[config.mk]
export PLATFORM = sky130hd
export DESIGN_NAME = alu4_sched
export DESIGN_NICKNAME = d
export VERILOG_FILES = /design/src/rtl/alu4_sched.sv
export SDC_FILE = /design/constraint.sdc
export NUM_CORES = 1
export LEC_CHECK = 0
export BUFFER_PORTS_ARGS = -buffer_cell sky130_fd_sc_hd__buf_4
export CAP_MARGIN = 30
export CORE_ASPECT_RATIO = 0.9
export CORE_MARGIN = 1.5
export CORE_UTILIZATION = 57
export CTS_CLUSTER_SIZE = 8
export DETAILED_ROUTE_END_ITERATION = 12
export HOLD_SLACK_MARGIN = 0.06
export PLACE_DENSITY = 0.85
export SYNTH_ARGS = -nofsm -noshare
export SYNTH_HDL_FRONTEND = slang
export SYNTH_SLANG_ARGS = --single-unit
export TNS_END_PERCENT = 50
[constraint.sdc]
create_clock -name clk -period 6.1 [get_ports clk]
set_clock_uncertainty 0.2 [all_clocks]
set_input_delay 0.305 -clock clk [delete_from_list [all_inputs] [get_ports clk]]
set_output_delay 0.305 -clock clk [all_outputs]
set_load 0.03 [all_outputs]
[src/rtl/alu4_sched.sv]
// Two-requester round-robin scheduler in front of a 4-bit ALU.
// One operation in flight: IDLE (grant/capture) -> EXEC (compute) -> DONE (hold until ack).
module alu4_sched (
  input  logic       clk,
  input  logic       reset_n,
  input  logic       req0,
  input  logic       req1,
  input  logic [2:0] op0,
  input  logic [2:0] op1,
  input  logic [3:0] a0,
  input  logic [3:0] b0,
  input  logic [3:0] a1,
  input  logic [3:0] b1,
  input  logic       ack,
  output logic       gnt0,
  output logic       gnt1,
  output logic       busy,
  output logic       done,
  output logic       done_id,
  output logic [3:0] result,
  output logic       c,
  output logic       n,
  output logic       z,
  output logic       v
);

  typedef enum logic [1:0] {
    ST_IDLE = 2'b00,
    ST_EXEC = 2'b01,
    ST_DONE = 2'b10
  } state_t;

  // Returns {c, n, z, v, result[3:0]}; ADD/SUB share one adder, SUB as a + ~b + 1.
  function automatic logic [7:0] alu_calc(input logic [2:0] op, input logic [3:0] a,
                                          input logic [3:0] b);
    logic [3:0] res_s;
    logic [3:0] bx_s;
    logic       cin_s;
    logic [4:0] sum_s;
    logic [3:0] low_s;
    logic       c_s;
    logic       v_s;
    res_s = 4'b0000;
    bx_s  = b;
    cin_s = 1'b0;
    c_s   = 1'b0;
    v_s   = 1'b0;
    case (op)
      3'b000:  res_s = ~a;
      3'b001:  res_s = ~b;
      3'b010:  res_s = a & b;
      3'b011:  res_s = a | b;
      3'b100:  res_s = a ^ b;
      3'b101:  res_s = ~(a ^ b);
      3'b110: begin
        bx_s  = b;
        cin_s = 1'b0;
      end
      3'b111: begin
        bx_s  = ~b;
        cin_s = 1'b1;
      end
      default: res_s = 4'b0000;
    endcase
    sum_s = {1'b0, a} + {1'b0, bx_s} + {4'b0000, cin_s};
    low_s = {1'b0, a[2:0]} + {1'b0, bx_s[2:0]} + {3'b000, cin_s};
    if (op[2:1] == 2'b11) begin
      res_s = sum_s[3:0];
      c_s   = sum_s[4];
      v_s   = sum_s[4] ^ low_s[3];
    end else begin
      c_s = 1'b0;
      v_s = 1'b0;
    end
    return {c_s, res_s[3], (res_s == 4'b0000), v_s, res_s};
  endfunction

  state_t     state_r, state_next_s;
  logic       last_id_r;
  logic [2:0] cap_op_r;
  logic [3:0] cap_a_r, cap_b_r;
  logic       cap_id_r;
  logic       grant_s, grant_id_s;
  logic [7:0] alu_s;
  logic       busy_r, done_r, done_id_r;
  logic [3:0] result_r;
  logic       c_r, n_r, z_r, v_r;

  assign alu_s = alu_calc(cap_op_r, cap_a_r, cap_b_r);

  // Arbitration, grant decode and next-state selection
  always_comb begin
    state_next_s = state_r;
    grant_s      = 1'b0;
    grant_id_s   = 1'b0;
    gnt0         = 1'b0;
    gnt1         = 1'b0;
    case (state_r)
      ST_IDLE: begin
        if (req0 && req1) begin
          grant_s    = 1'b1;
          grant_id_s = ~last_id_r;
        end else if (req0) begin
          grant_s    = 1'b1;
          grant_id_s = 1'b0;
        end else if (req1) begin
          grant_s    = 1'b1;
          grant_id_s = 1'b1;
        end else begin
          grant_s    = 1'b0;
          grant_id_s = 1'b0;
        end
        if (grant_s) begin
          state_next_s = ST_EXEC;
          gnt0         = ~grant_id_s;
          gnt1         = grant_id_s;
        end else begin
          state_next_s = ST_IDLE;
        end
      end
      ST_EXEC: state_next_s = ST_DONE;
      ST_DONE: begin
        if (ack) begin
          state_next_s = ST_IDLE;
        end else begin
          state_next_s = ST_DONE;
        end
      end
      default: state_next_s = ST_IDLE;
    endcase
  end

  // State, status outputs and round-robin pointer
  always_ff @(posedge clk or negedge reset_n) begin
    if (!reset_n) begin
      state_r   <= ST_IDLE;
      busy_r    <= 1'b0;
      done_r    <= 1'b0;
      last_id_r <= 1'b1;
    end else begin
      state_r <= state_next_s;
      busy_r  <= (state_next_s != ST_IDLE);
      done_r  <= (state_next_s == ST_DONE);
      if ((state_r == ST_DONE) && ack) begin
        last_id_r <= done_id_r;
      end
    end
  end

  // Operand capture on the grant edge
  always_ff @(posedge clk or negedge reset_n) begin
    if (!reset_n) begin
      cap_op_r <= 3'b000;
      cap_a_r  <= 4'b0000;
      cap_b_r  <= 4'b0000;
      cap_id_r <= 1'b0;
    end else if (grant_s) begin
      cap_op_r <= grant_id_s ? op1 : op0;
      cap_a_r  <= grant_id_s ? a1 : a0;
      cap_b_r  <= grant_id_s ? b1 : b0;
      cap_id_r <= grant_id_s;
    end
  end

  // Result and flag registers, loaded only on the EXEC cycle and held through DONE
  always_ff @(posedge clk or negedge reset_n) begin
    if (!reset_n) begin
      result_r  <= 4'b0000;
      c_r       <= 1'b0;
      n_r       <= 1'b0;
      z_r       <= 1'b0;
      v_r       <= 1'b0;
      done_id_r <= 1'b0;
    end else if (state_r == ST_EXEC) begin
      result_r  <= alu_s[3:0];
      v_r       <= alu_s[4];
      z_r       <= alu_s[5];
      n_r       <= alu_s[6];
      c_r       <= alu_s[7];
      done_id_r <= cap_id_r;
    end
  end

  assign busy    = busy_r;
  assign done    = done_r;
  assign done_id = done_id_r;
  assign result  = result_r;
  assign c       = c_r;
  assign n       = n_r;
  assign z       = z_r;
  assign v       = v_r;

endmodule

==> results.txt, run 1 <==
* Minimum period implied by the final worst setup slack: between 3 and 4 ns
- The top cell types in the final layout, fill and taps aside, are sky130_fd_sc_hd__buf_4, sky130_fd_sc_hd__dfrtp_1, sky130_fd_sc_hd__o21ai_0, sky130_fd_sc_hd__inv_1, sky130_fd_sc_hd__nand2_1.
- The final hold violation count is 0.
- Before CTS, the worst setup slack after placement is 3.12 ns.
- Number of antenna violations at the first check in global routing: 0
- Vias in the first global route: 1367
- Max-capacitance violation count: 0
- Synthesis produced roughly 160 cells.
- Endpoint of the lowest-slack register-to-register path: result[2]
- Placer congestion estimate: between 0.8 and 0.9
- Buf/Inv on CP: 1
* Most common flop cell mapped by yosys: sky130_fd_sc_hd__dfrtp_1
- RSZ-0062 raised after global routing: no
- Element type at the critical path end: flip-flop
- The worst setup path is of the reg -> reg kind.
* TritonCTS clock tree: built
- #FFs+latches synth: 25
* Slowest stage delay, CP: just over 0.7 ns
- Remaining antenna violation count: 0
* Worst-case register-to-register setup slack: approximately 3 ns
* Overall fraction of global-route tracks in use: 0.276
- The area growth from synthesis to layout is 25.1%.
* Number of buffers created by CTS: 3
* Critical Path End: result[2]
- Ordered cell list for the critical path: nand3_1 > xnor2_1 > inv_1 > fa_1 > nor2b_1 > nor3_1 > or3_1 > mux2_2
- Reg-to-reg startpoint: cap_op_r[2]
- The first global-routing pass estimated about 6300 um of wire.
- No sink is reached through more buffers than the 2 on the longest clock path.
- Slew @ Worst Pin: 0.558 ns
* Chip height: between 50 and 60 um
- The floorplan has 17 rows.
- In this run the worst path has a maximum fanout of 20.
- In this run, synthesis inferred 0 flip-flops with an integrated enable.
- Clock tree synthesis selected as its root buffer the cell sky130_fd_sc_hd__clkbuf_4.
- Number of cells on the critical path: 8
- Dividing the detail-routed wire length by the instance count gives ~16 um.
* Overflow after GRT: 0
- Number of sinks on the clock net: 25
- Most common library cell in the layout ignoring fill and taps: sky130_fd_sc_hd__buf_4
- Final worst slack: around 3.1 ns
- The pre-antenna-repair detailed-routing pass consisted of 4 iterations.
* Initial core utilization: 0.625
* Register area share after synthesis: 0.396
* Final net count: ~250
- The number of cells on the worst reg-to-reg path is 8.
- Entering global routing, the biggest net connects 26 pins.
- The worst pin sits at a relative slew slack of 0.628.
- Req. time, crit path: roughly 6.1 ns
- In this run the post-CTS setup repair buffer count came out at 0.
- Setup violations remaining at the end of the flow were counted as 0.
* Count of input and output buffers: 39
* Antenna cells: 0
- For this design the static power due to leakage is just over 0.9 nW.
* Sort of element at the start of the critical path: flip-flop
* Mapped Area: 0.00158 mm^2
* Worst min path class: in -> reg
- The number of pins with negative max-slew slack in the final report was 0.
- Yosys Warn Count: 0
* Peak VDD IR: about 300 uV
- Cell type of the slowest stage on the worst timing path: sky130_fd_sc_hd__dfrtp_1
* Die Width: 58.5 um
* Worst setup path startpoint: cap_op_r[2]
- Max Clk Rate: ~330 MHz
* Number of levels the H-tree was split into: 1
* FFs w/ async S/R, synth: 1.00
- DP HPWL: roughly 2700 um
* Worst Path Arrival: around 3.1 ns
* Synth Area per Inst: slightly below 10 um^2
* Via count: 1429
* Std-Cell Core Area: between 0.002 and 0.003 mm^2
* Drt first-iter violations: 59
* Die Area: a little over 0.003 mm^2
- Source-to-sink clock delay at the later pin of the worst-skew pair: ~0.33 ns
- Among cell families on the critical path, the largest total delay comes from simple AND/OR/NAND/NOR gates.
- After clock tree synthesis, the clock-pin slew on the worst setup and hold paths is 0.13 ns.
- Setup tns final: 0 ns
- Share of the clock period used by the worst path after layout: 0.497
* WL final: approximately 3800 um
- In the final layout, the share of cells above drive strength 1 is 0.268.
* Outcome: completed
* Vias per Instance: roughly 6.1
- Net Count, Synth: ~200
* DRC violations left: 0
* Distinct cell type count after synthesis: 40
* Number of top-level design ports: 40
* Cell Pwr Density: ~560 mW/mm^2
[cell families after synthesis]
| family | count (synthesis) | synth area share |
|---|---|---|
| xor gates and xnor gates | 6 | 0.0332 |
| buffers and inverters | 22 | 0.0609 |
| and+or+nand+nor | 40 | 0.134 |
| muxes | 9 | 0.0609 |
| adders and majority gates | 12 | 0.0997 |
| AOI/OAI and AO/OA | 48 | 0.214 |
| DFF | 25 | 0.396 |
[synthesized netlist by cell type, types with 2 or more instances]
master | count | area, um^2
sky130_fd_sc_hd__mux2_2 | 5 | 56.3
sky130_fd_sc_hd__nor3_1 | 4 | 20.0
sky130_fd_sc_hd__nor2_1 | 6 | 22.5
sky130_fd_sc_hd__a21oi_1 | 5 | 25.0
sky130_fd_sc_hd__nand2_1 | 12 | 45.0
sky130_fd_sc_hd__ha_1 | 11 | 138
sky130_fd_sc_hd__mux2i_1 | 4 | 40.0
sky130_fd_sc_hd__nand2b_1 | 5 | 31.3
sky130_fd_sc_hd__nor4bb_1 | 3 | 30.0
sky130_fd_sc_hd__clkbuf_1 | 3 | 11.3
sky130_fd_sc_hd__o22ai_1 | 2 | 12.5
sky130_fd_sc_hd__nor2b_1 | 3 | 18.8
sky130_fd_sc_hd__or3_1 | 2 | 12.5
sky130_fd_sc_hd__dfrtp_1 | 24 | 601
sky130_fd_sc_hd__nand3_1 | 3 | 15.0
sky130_fd_sc_hd__xnor2_1 | 6 | 52.6
sky130_fd_sc_hd__o21ai_0 | 17 | 85.1
sky130_fd_sc_hd__buf_4 | 2 | 15.0
sky130_fd_sc_hd__buf_2 | 5 | 25.0
sky130_fd_sc_hd__o221ai_1 | 7 | 61.3
sky130_fd_sc_hd__a22o_1 | 2 | 17.5
sky130_fd_sc_hd__a211oi_1 | 2 | 15.0
sky130_fd_sc_hd__inv_1 | 12 | 45.0
[final cells by class]
cell class,count,area (um^2)
Clock buffer,3,22.5
Multi-Input combinational cell,115,858
Fill cell,178,553
Tap cell,28,35.0
Timing Repair Buffer,49,385
Sequential cell,25,627
Clock inverter,1,5.00
Inverter,12,45.0
[routing by layer]
layer  wire length [um]  vias up  global-route usage
li1                   -      675                   -
met1               1550      691               0.334
met2               2010       57               0.491
met3                230        6              0.0587
met4                 34        0              0.0814
met5                  0        -                   0
[what timing repair did]
item                      4_1_cts  5_1_grt
hold endpoints to repair       33        0
gates resized for setup         0        0
hold buffers                    8        0
[worst min-delay path by stage]
stage / startpoint / endpoint / slack (ns) / depth (start not counted)
after floorplan: reset_n / busy / -0.19 / 0
after global placement: reset_n / busy / 0.02 / 1
after detailed placement: reset_n / result[0] / 0.02 / 1
after CTS: op0[2] / cap_op_r[2] / 0.06 / 3
after global routing: op0[2] / cap_op_r[2] / 0.06 / 3
final: op0[2] / cap_op_r[2] / 0.06 / 3
[per-stage QoR]
| stage | instances | total power [mW] | hold slack, ns | instance area, um^2 | util |
|---|---|---|---|---|---|
| floorplan | 162 | 0.840 | -0.191 | 1580 | - |
| global placement | 220 | 0.987 | 0.0174 | 1870 | 0.737 |
| detailed placement | 221 | 1.02 | 0.0240 | 1870 | 0.739 |
| CTS | 233 | 1.10 | 0.0602 | 1980 | 0.782 |
| global route | 233 | 1.19 | 0.0649 | 1980 | 0.782 |
| finish | 233 | 1.11 | 0.0585 | 1980 | 0.782 |
[registers in the layout, indices dropped and copies added, names as in the netlist]
register	cells
busy	1
c	1
cap_a_r	4
cap_b_r	4
cap_id_r	1
cap_op_r	3
done	1
done_id	1
last_id_r	1
result	4
state_r	2
v	1
z	1
[report_power, final]
group / switching, mW / internal (mW)
Combinational: 0.373 / 0.303
Clock: 0.0505 / 0.0247
Sequential: 0.107 / 0.248
[worst register-to-register path: stages, from the launching register on]
cell	delay, ns
sky130_fd_sc_hd__dfrtp_1	0.72
sky130_fd_sc_hd__nand3_1	0.33
sky130_fd_sc_hd__xnor2_1	0.29
sky130_fd_sc_hd__inv_1	0.09
sky130_fd_sc_hd__fa_1	0.43
sky130_fd_sc_hd__nor2b_1	0.16
sky130_fd_sc_hd__nor3_1	0.06
sky130_fd_sc_hd__or3_1	0.39
sky130_fd_sc_hd__mux2_2	0.27
No activity file was read; power rests on OpenSTA's default activity.
==> run 2: changes to the inputs <==
--- a/config.mk
+++ b/config.mk
@@ -5,15 +5,16 @@
 export SDC_FILE = /design/constraint.sdc
 export NUM_CORES = 1
 export LEC_CHECK = 0
+export ABC_AREA = 1
 export BUFFER_PORTS_ARGS = -buffer_cell sky130_fd_sc_hd__buf_4
 export CAP_MARGIN = 30
 export CORE_ASPECT_RATIO = 0.9
 export CORE_MARGIN = 1.5
-export CORE_UTILIZATION = 57
+export CORE_UTILIZATION = 53
 export CTS_CLUSTER_SIZE = 8
 export DETAILED_ROUTE_END_ITERATION = 12
 export HOLD_SLACK_MARGIN = 0.06
-export PLACE_DENSITY = 0.85
+export PLACE_DENSITY = 0.79
 export SYNTH_ARGS = -nofsm -noshare
 export SYNTH_HDL_FRONTEND = slang
 export SYNTH_SLANG_ARGS = --single-unit
==> constraint.sdc (replaced) <==
create_clock -name clk -period 2.9 [get_ports clk]
set_clock_uncertainty 0.2 [all_clocks]
set_input_delay 0.145 -clock clk [delete_from_list [all_inputs] [get_ports clk]]
set_output_delay 0.145 -clock clk [all_outputs]
set_load 0.03 [all_outputs]
==> run 2 against run 1 <==
Against the previous run: non-clock buffer count grew 19; final cell count grew 34%; largest cell class unchanged; area after synthesis grew 5.0%; critical endpoint is now cap_a_r[3]; worst setup slack lost 2.5 ns; synthesized cell count grew 27%.
==> results.txt, run 2 <==
* Top cell type by total area after synthesis: sky130_fd_sc_hd__dfrtp_1
- The min-delay analysis places its worst path in the category in -> async.
- #FFs+latches synth: 25 (unchanged)
- The library cell used most frequently in the layout, excluding fill and tap cells, is sky130_fd_sc_hd__buf_4.
- Initial core utilization: 0.550 (-0.0749)
- The clock insertion delay at the later pin of the skew report came to 0.32 ns (about the same).
* TritonCTS clock tree: built
- Count of input and output buffers: 39 (unchanged)
- The tightest slew margin relative to the limit came to 0.629 (+0.000792).
* Placed instance area: 0.00195 mm^2 (+4.2%)
* Most common library cells after synthesis: sky130_fd_sc_hd__nand2_1, sky130_fd_sc_hd__dfrtp_1, sky130_fd_sc_hd__nor2_1
- The count of warnings emitted by yosys is 0 (unchanged).
- The number of buffer and inverter stages on the critical path was 3 (+2).
- Number of top-level design ports: 40 (unchanged)
- The area of the die came to 0.00348 mm^2 (+12%).
- The number of buffers between clock root and the deepest sink is 2 (unchanged).
- The footprint of the multi-input gates was 882 um^2 (+2.8%).
- Vias in the first global route: 1658 (+21%)
- The standby leakage power came to 1.14 nW (+23%).
* Std-Cell Core Area: 0.00302 mm^2 (+19%)
- The number of pins with negative max-slew slack in the final report is 0 (unchanged).
- The largest fanout on the critical path was 12 (-40%).
- Grouping stages by cell kind, the critical path spends the most delay in buffers and inverters.
- Final net count: 310 (+27%)
* Clock root cell: sky130_fd_sc_hd__clkbuf_4
* Register area share after synthesis: 0.378 (-0.0188)
- The detailed-routing wirelength on met1 came to 1900 um (+23%).
- The TritonCTS sink count came to 25 (unchanged).
- The initial detailed-routing violation count came to 93 (+58%).
- Worst Path Arrival: 2.39 ns (-0.67 ns)
* Max-capacitance violation count: 0 (unchanged)
* Final design instance area without fill: 0.00228 mm^2 (+15%)
- The last weighted congestion value of the routability-driven placer came to 0.921 (+11%).
* Most used cells in the layout excluding fill and tap cells: sky130_fd_sc_hd__buf_4, sky130_fd_sc_hd__nand2_1, sky130_fd_sc_hd__dlygate4sd3_1, sky130_fd_sc_hd__dfrtp_1, sky130_fd_sc_hd__nor2_1
- First-pass GRT wire length: 7530 um (+19%)
* First-pass iteration count of the detailed router: 4 (unchanged)
* Number of hold violations in the final report: 0 (unchanged)
- Peak VDD IR: 827 uV (+170%)
* WL final: 4550 um (+19%)
- The run finished with clean final reports.
- Leading cell type by number of instances after synthesis: sky130_fd_sc_hd__nand2_1
- Maximum number of pins on one net before global-route repair: 25 (-3.8%)
- The post-synthesis net count was 245 (+22%).
- Slowest stage delay, CP: 0.60 ns (-0.12 ns)
* Overall fraction of global-route tracks in use: 0.292 (+0.0162)
- Cell type of the slowest stage on the worst timing path: sky130_fd_sc_hd__dlygate4sd3_1
* Register Area: 627 um^2 (unchanged)
* Req. time, crit path: 2.92 ns (-3.21 ns)
* Synth Area per Inst: 8.06 um^2 (-17%)
- The netlist area before placement came to 0.00166 mm^2 (+5.0%).
- The share of the synthesized area in the top cell type was 0.362 (-0.0180).
* Number of levels the H-tree was split into: 1 (unchanged)
* Remaining antenna violation count: 0 (unchanged)
- The fraction of registers with async set/reset was 1.00 (unchanged).
- Sort of element at the start of the critical path: flip-flop
- Ordered cell list for the critical path: nand2_1 > nand2_2 > inv_2 > nand2_1 > inv_2 > nor2_1 > o22ai_1 > dlygate4sd3_1
- Setup tns final: 0 ns (unchanged)
- Die Width: 62 um (+5.9%)
- Endpoints failing setup: 0 (unchanged)
- Chip height: 56.1 um (+5.9%)
* Count of instances resized after the clock tree is built: 0 (unchanged)
- The final HPWL from detailed placement was 2810 um (+5.2%).
- For this run, the leading register cell type out of synthesis is sky130_fd_sc_hd__dfrtp_1.
- The maximum clock frequency is 422 MHz (+28%).
- The DRC violation count after routing is 0 (unchanged).
- The met3 layer wire length in the routed design is 230 um (unchanged).
- The number of enable flip-flop cells after synthesis was 0 (unchanged).
- Total setup buffers inserted after CTS: 0 (unchanged)
* Overflow after GRT: 0 (unchanged)
* Cell Pwr Density: 1110 mW/mm^2 (+98%)
- Number of instances in the synthesized netlist: 206 (+27%)
* Antenna cells: 0 (unchanged)
- Main area contributors after synthesis: sky130_fd_sc_hd__dfrtp_1, sky130_fd_sc_hd__nand2_1, sky130_fd_sc_hd__ha_1
- The worst setup path is captured at a flip-flop.
- Number of buffers created by CTS: 3 (unchanged)
- Slew @ Worst Pin: 0.556 ns (-0.00119 ns)
- Highest routing layer actually used: met4
- Vias per Instance: 5.38 (-12%)
- The final critical-path required period is 2.37 ns (-0.665 ns).
- Setup repair after global routing left no endpoint under its margin.
* Wirelength per Cell: 14.6 um (-11%)
- Site Rows: 19 (+2)
- Category of the most critical setup path: reg -> reg
- The fraction of layout instances using a drive strength above 1 was 0.256 (-0.0127).
- The routed via count came to 1678 (+17%).
- The wire length on met2 was 2330 um (+16%).
* Syn-to-layout area delta: 37.6%
* Distinct cell type count after synthesis: 35 (-13%)
* Number of antenna violations at the first check in global routing: 0 (unchanged)
- Hold Buf Count CTS: 28 (+20)
* Number of fill cells: 208 (+17%)
* Clock Pin Slew Worst Setup and Hold Paths: 0.14 ns (about the same)
- The share of the cycle needed by the critical path after routing came to 0.816 (+0.319).
run 2: cell types whose count changed after synthesis, sizes merged, moves of 5 or more:
| cell | before | now |
|---|---|---|
| o22ai | 2 | 11 |
| nor2 | 6 | 27 |
| nand3 | 3 | 19 |
| nand2b | 5 | 0 |
| xnor2 | 6 | 0 |
| nand2 | 12 | 42 |
| o221ai | 7 | 0 |
| inv | 12 | 23 |
run 2: final cells by class:
cell class	count	share of cell area
multi-input combinational	149	0.386
sequential	25	0.274
timing repair buffer	68	0.262
inverter	24	0.0416
tap	42	0.0230
clock buffer	3	0.00986
clock inverter	1	0.00329
run 2: power by group:
part | internal [mW] | switching (mW) | total, mW
Sequential | 0.513 | 0.192 | 0.705
Clock | 0.0528 | 0.112 | 0.165
Combinational | 0.691 | 0.965 | 1.66
run 2: cells by family (layout without fill, tap and decap cells):
kind of cell,count (synthesis),count (layout),share of synthesized area
AND/OR/NAND/NOR,93,93,0.275
AO/OA/AOI/OAI,39,39,0.133
buffers and inverters,32,96,0.0912
flip-flops,25,25,0.378
adder cells (fa/ha/maj),12,12,0.0950
XOR/XNOR,4,4,0.0211
multiplexers,1,1,0.00678
run 2: stage by stage:
| step | std cells | hold slack (ns) | setup slack [ns] | util | power, mW |
|---|---|---|---|---|---|
| 6_report | 312 | 0.105 | 0.532 | 0.757 | 2.53 |
| 5_1_grt | 312 | 0.104 | 0.314 | 0.757 | 2.75 |
| 4_1_cts | 311 | 0.0702 | 0.553 | 0.748 | 2.47 |
| 3_5_place_dp | 279 | -0.138 | 0.561 | 0.646 | 2.13 |
| 3_3_place_gp | 279 | -0.141 | 0.628 | 0.646 | 2.10 |
| 2_1_floorplan | 206 | -0.351 | 0.881 | - | 1.80 |
run 2: path summary, 6_finish.rpt:
check / depth (start not counted) / slack, ns / startpoint / end
max in group asynchronous: 4 / 1.56 / reset_n / cap_a_r[2]
min in group clk: 3 / 0.20 / req1 / state_r[0]
min reg2reg: 2 / 0.31 / c / c
max: 8 / 0.53 / last_id_r / cap_a_r[3]
min: 2 / 0.11 / reset_n / last_id_r
max reg2reg: 8 / 0.53 / last_id_r / cap_a_r[3]
run 2: per-layer routing:
| metal | up-vias | GRT usage |
|---|---|---|
| met5 | - | 0 |
| met4 | 0 | 0.0821 |
| met3 | 10 | 0.0698 |
| met1 | 805 | 0.391 |
| li1 | 811 | - |
| met2 | 52 | 0.464 |
==> run 3: changes to the inputs <==
--- a/config.mk
+++ b/config.mk
@@ -10,11 +10,11 @@
 export CAP_MARGIN = 30
 export CORE_ASPECT_RATIO = 0.9
 export CORE_MARGIN = 1.5
-export CORE_UTILIZATION = 53
+export CORE_UTILIZATION = 48
 export CTS_CLUSTER_SIZE = 8
 export DETAILED_ROUTE_END_ITERATION = 12
 export HOLD_SLACK_MARGIN = 0.06
-export PLACE_DENSITY = 0.79
+export PLACE_DENSITY = 0.76
 export SYNTH_ARGS = -nofsm -noshare
 export SYNTH_HDL_FRONTEND = slang
 export SYNTH_SLANG_ARGS = --single-unit
==> constraint.sdc (replaced) <==
create_clock -name clk -period 2.05 [get_ports clk]
set_clock_uncertainty 0.2 [all_clocks]
set_input_delay 0.1025 -clock clk [delete_from_list [all_inputs] [get_ports clk]]
set_output_delay 0.1025 -clock clk [all_outputs]
set_load 0.03 [all_outputs]
==> run 3 against run 2 <==
Against the previous run: routed wire length decreased by 1.7%; global-route usage fell by 3.4 points; power is 40% higher; first-iteration DRC count down 29%; critical path depth is the same; sequential power grew 29%; via count barely moved; core utilization shrank 6.5 points; critical endpoint is now z; highest routed layer unchanged.
==> results.txt, run 3 (synthesis results as in run 2) <==
- Cell type of the slowest stage on the worst timing path: sky130_fd_sc_hd__dfrtp_1
- The maximum clock frequency came to 505 MHz (+19%).
- The met1 global-route usage is 0.326 (-0.0653).
- Clock Tree Buf Depth: 2 (unchanged)
- Outcome: completed
- The largest fanout on the critical path was 4 (-8).
- LEAKAGE: 1.16 nW (+1.2%)
* Std-Cell Core Area: 0.00335 mm^2 (+11%)
- Number of antenna violations at the first check in global routing: 0 (unchanged)
- The H-tree depth is 1 (unchanged).
* Req. time, crit path: 2.03 ns (-0.89 ns)
- Source-to-sink clock delay at the later pin of the worst-skew pair: 0.27 ns (-0.05 ns)
- Total setup buffers inserted after CTS: 0 (unchanged)
- Placer congestion estimate: 0.878 (-4.7%)
- Setup repair after global routing could not meet its margin everywhere.
- DRC violations left: 0 (unchanged)
- Wirelength per Cell: 14.1 um (-3.5%)
- Remaining antenna violation count: 0 (unchanged)
* Overall fraction of global-route tracks in use: 0.258 (-0.0337)
- Clock Pin Slew Worst Setup and Hold Paths: 0.09 ns (-0.05 ns)
- Final total power: 3.53 mW (+40%)
* Die Width: 65.0 um (+4.8%)
- Share of the clock period used by the worst path after layout: 0.967 (+0.150)
- Sort of element at the start of the critical path: flip-flop
- The number of nets in the final layout was 314 (+1.3%).
- Overflow after GRT: 0 (unchanged)
* Peak VDD IR: 837 uV (+1.2%)
- Placed instance area: 0.00200 mm^2 (+2.8%)
* DP HPWL: 2880 um (+2.5%)
* Drt first-iter violations: 66 (-29%)
* Slew @ Worst Pin: 0.325 ns (-0.232 ns)
- Initial core utilization: 0.495 (-0.0548)
- Number of buffers created by CTS: 3 (unchanged)
- The die span in y was 58.8 um (+4.8%).
- Worst setup slack before clock tree synthesis: 0.0208 ns (-0.540 ns)
- Max-capacitance violation count: 0 (unchanged)
- Count of input and output buffers: 39 (unchanged)
- The library cell used most frequently in the layout, excluding fill and tap cells, is sky130_fd_sc_hd__buf_4.
* Met2 global-route usage: 0.457 (-0.00773)
- The layer flagged by global routing as most heavily used is met2.
- The worst register-to-register path begins at cap_op_r[0].
- Worst min path class: in -> async
- The final critical-path required period came to 1.98 ns (-0.386 ns).
- The cell row count came to 20 (+1).
- Vias in the first global route: 1671 (+0.78%)
* Cell Pwr Density: 1520 mW/mm^2 (+37%)
- Clock root cell: sky130_fd_sc_hd__clkbuf_8
- Vias per Instance: 5.27 (-1.9%)
* WL final: 4470 um (-1.7%)
- The number of pins with negative max-slew slack in the final report is 0 (unchanged).
- TritonCTS built the clock tree.
- The setup-violating endpoint count in the final report was 0 (unchanged).
- Setup tns final: 0 ns (unchanged)
- In this run the worst setup path begins at cap_op_r[0].
* Ordered cell list for the critical path: nand3_4 > xor2_2 > fa_1 > or2_0 > nand3_2 > nor2_2 > nand3_1 > nand2_1
* Via count: 1677 (-0.060%)
- The tightest slew margin relative to the limit was 0.783 (+0.154).
- The met3 layer usage reported by global route is 0.0421 (-0.0277).
* Element type at the critical path end: flip-flop
* Category of the most critical setup path: reg -> reg
- First-pass GRT wire length: 7560 um (+0.28%)
- The count of TritonRoute iterations in the first routing pass is 4 (unchanged).
- Final worst slack: 0.0685 ns (-0.464 ns)
- The TritonCTS sink count is 25 (unchanged).
- The finished layout cell area is 0.00232 mm^2 (+1.6%).
- The number of primary I/O pins came to 40 (unchanged).
- Syn-to-layout area delta: 39.8%
- The peak per-stage delay on the critical path came to 0.44 ns (-0.16 ns).
* Fin util: 0.692 (-0.0646)
- Number of hold violations in the final report: 0 (unchanged)
- Fraction of layout instances using a drive strength above 1: 0.277 (+0.0218)
* Most used cells in the layout excluding fill and tap cells: sky130_fd_sc_hd__buf_4, sky130_fd_sc_hd__nand2_1, sky130_fd_sc_hd__dlygate4sd3_1, sky130_fd_sc_hd__dfrtp_1, sky130_fd_sc_hd__nor2_1
- Worst Path Arrival: 1.96 ns (-0.43 ns)
- Antenna cells: 0 (unchanged)
- The pin count of the biggest net entering global routing came to 26 (+4.0%).
- Die Area: 0.00382 mm^2 (+9.9%)
[run 3: changes by cell type in the layout (fill, tap and decap cells not counted)]
cell,change
sky130_fd_sc_hd__clkbuf_4,-3
sky130_fd_sc_hd__dlygate4sd3_1,-2
sky130_fd_sc_hd__xor2_1,-1
sky130_fd_sc_hd__o21ai_0,-1
sky130_fd_sc_hd__clkbuf_8,+3
sky130_fd_sc_hd__o21ai_1,+1
sky130_fd_sc_hd__buf_4,+7
sky130_fd_sc_hd__clkbuf_16,-1
sky130_fd_sc_hd__xor2_2,+1
[run 3: final cells by class]
type	count	area [um^2]
clock buffers	3	41.3
flip-flops and latches	25	627
clock inverters	1	7.51
repair buffers	72	606
multi-input cells	149	890
inverters	24	95.1
well taps	44	55.1
fillers	233	1030
[run 3: worst max-delay path, delay by kind of cell (launching register included)]
kind	cells	cell delay [ns]
XOR/XNOR	1	0.18
AND/OR/NAND/NOR	6	0.64
adder cells (fa/ha/maj)	1	0.42
flip-flops	1	0.44
[run 3: timing repair]
action	CTS	global route
resized for setup	0	2
hold endpoints to repair	40	0
hold buffers	26	0
endpoints found under the setup margin	0	3
[run 3: power by group]
| part | internal, mW | total, mW | switching (mW) |
|---|---|---|---|
| registers | 0.730 | 0.906 | 0.176 |
| logic | 0.886 | 2.32 | 1.43 |
| clock network | 0.138 | 0.305 | 0.167 |
| total | 1.75 | 3.53 | 1.77 |
[run 3: through the flow]
stage / hold slack, ns / std cells
finish: 0.0631 / 318
global placement: -0.182 / 288
global route: 0.0936 / 318
detailed placement: -0.178 / 288
floorplan: -0.393 / 206
CTS: 0.0712 / 318
[run 3: layer usage]
layer | routed length (um) | share of wire | vias to the layer above
met3 | 207 | 0.046 | 8
met2 | 2300 | 0.51 | 58
met4 | 73 | 0.016 | 0
met5 | 0 | 0 | -
met1 | 1890 | 0.42 | 794
li1 | - | - | 817
[run 3: worst paths after layout]
check	end	slack [ns]	depth (start not counted)
hold reg to reg	c	0.29	2
max in group asynchronous	last_id_r	1.29	2
setup / recovery	z	0.07	8
hold / removal	cap_b_r[3]	0.06	2
setup reg to reg	z	0.07	8
min in group clk	cap_b_r[3]	0.13	4
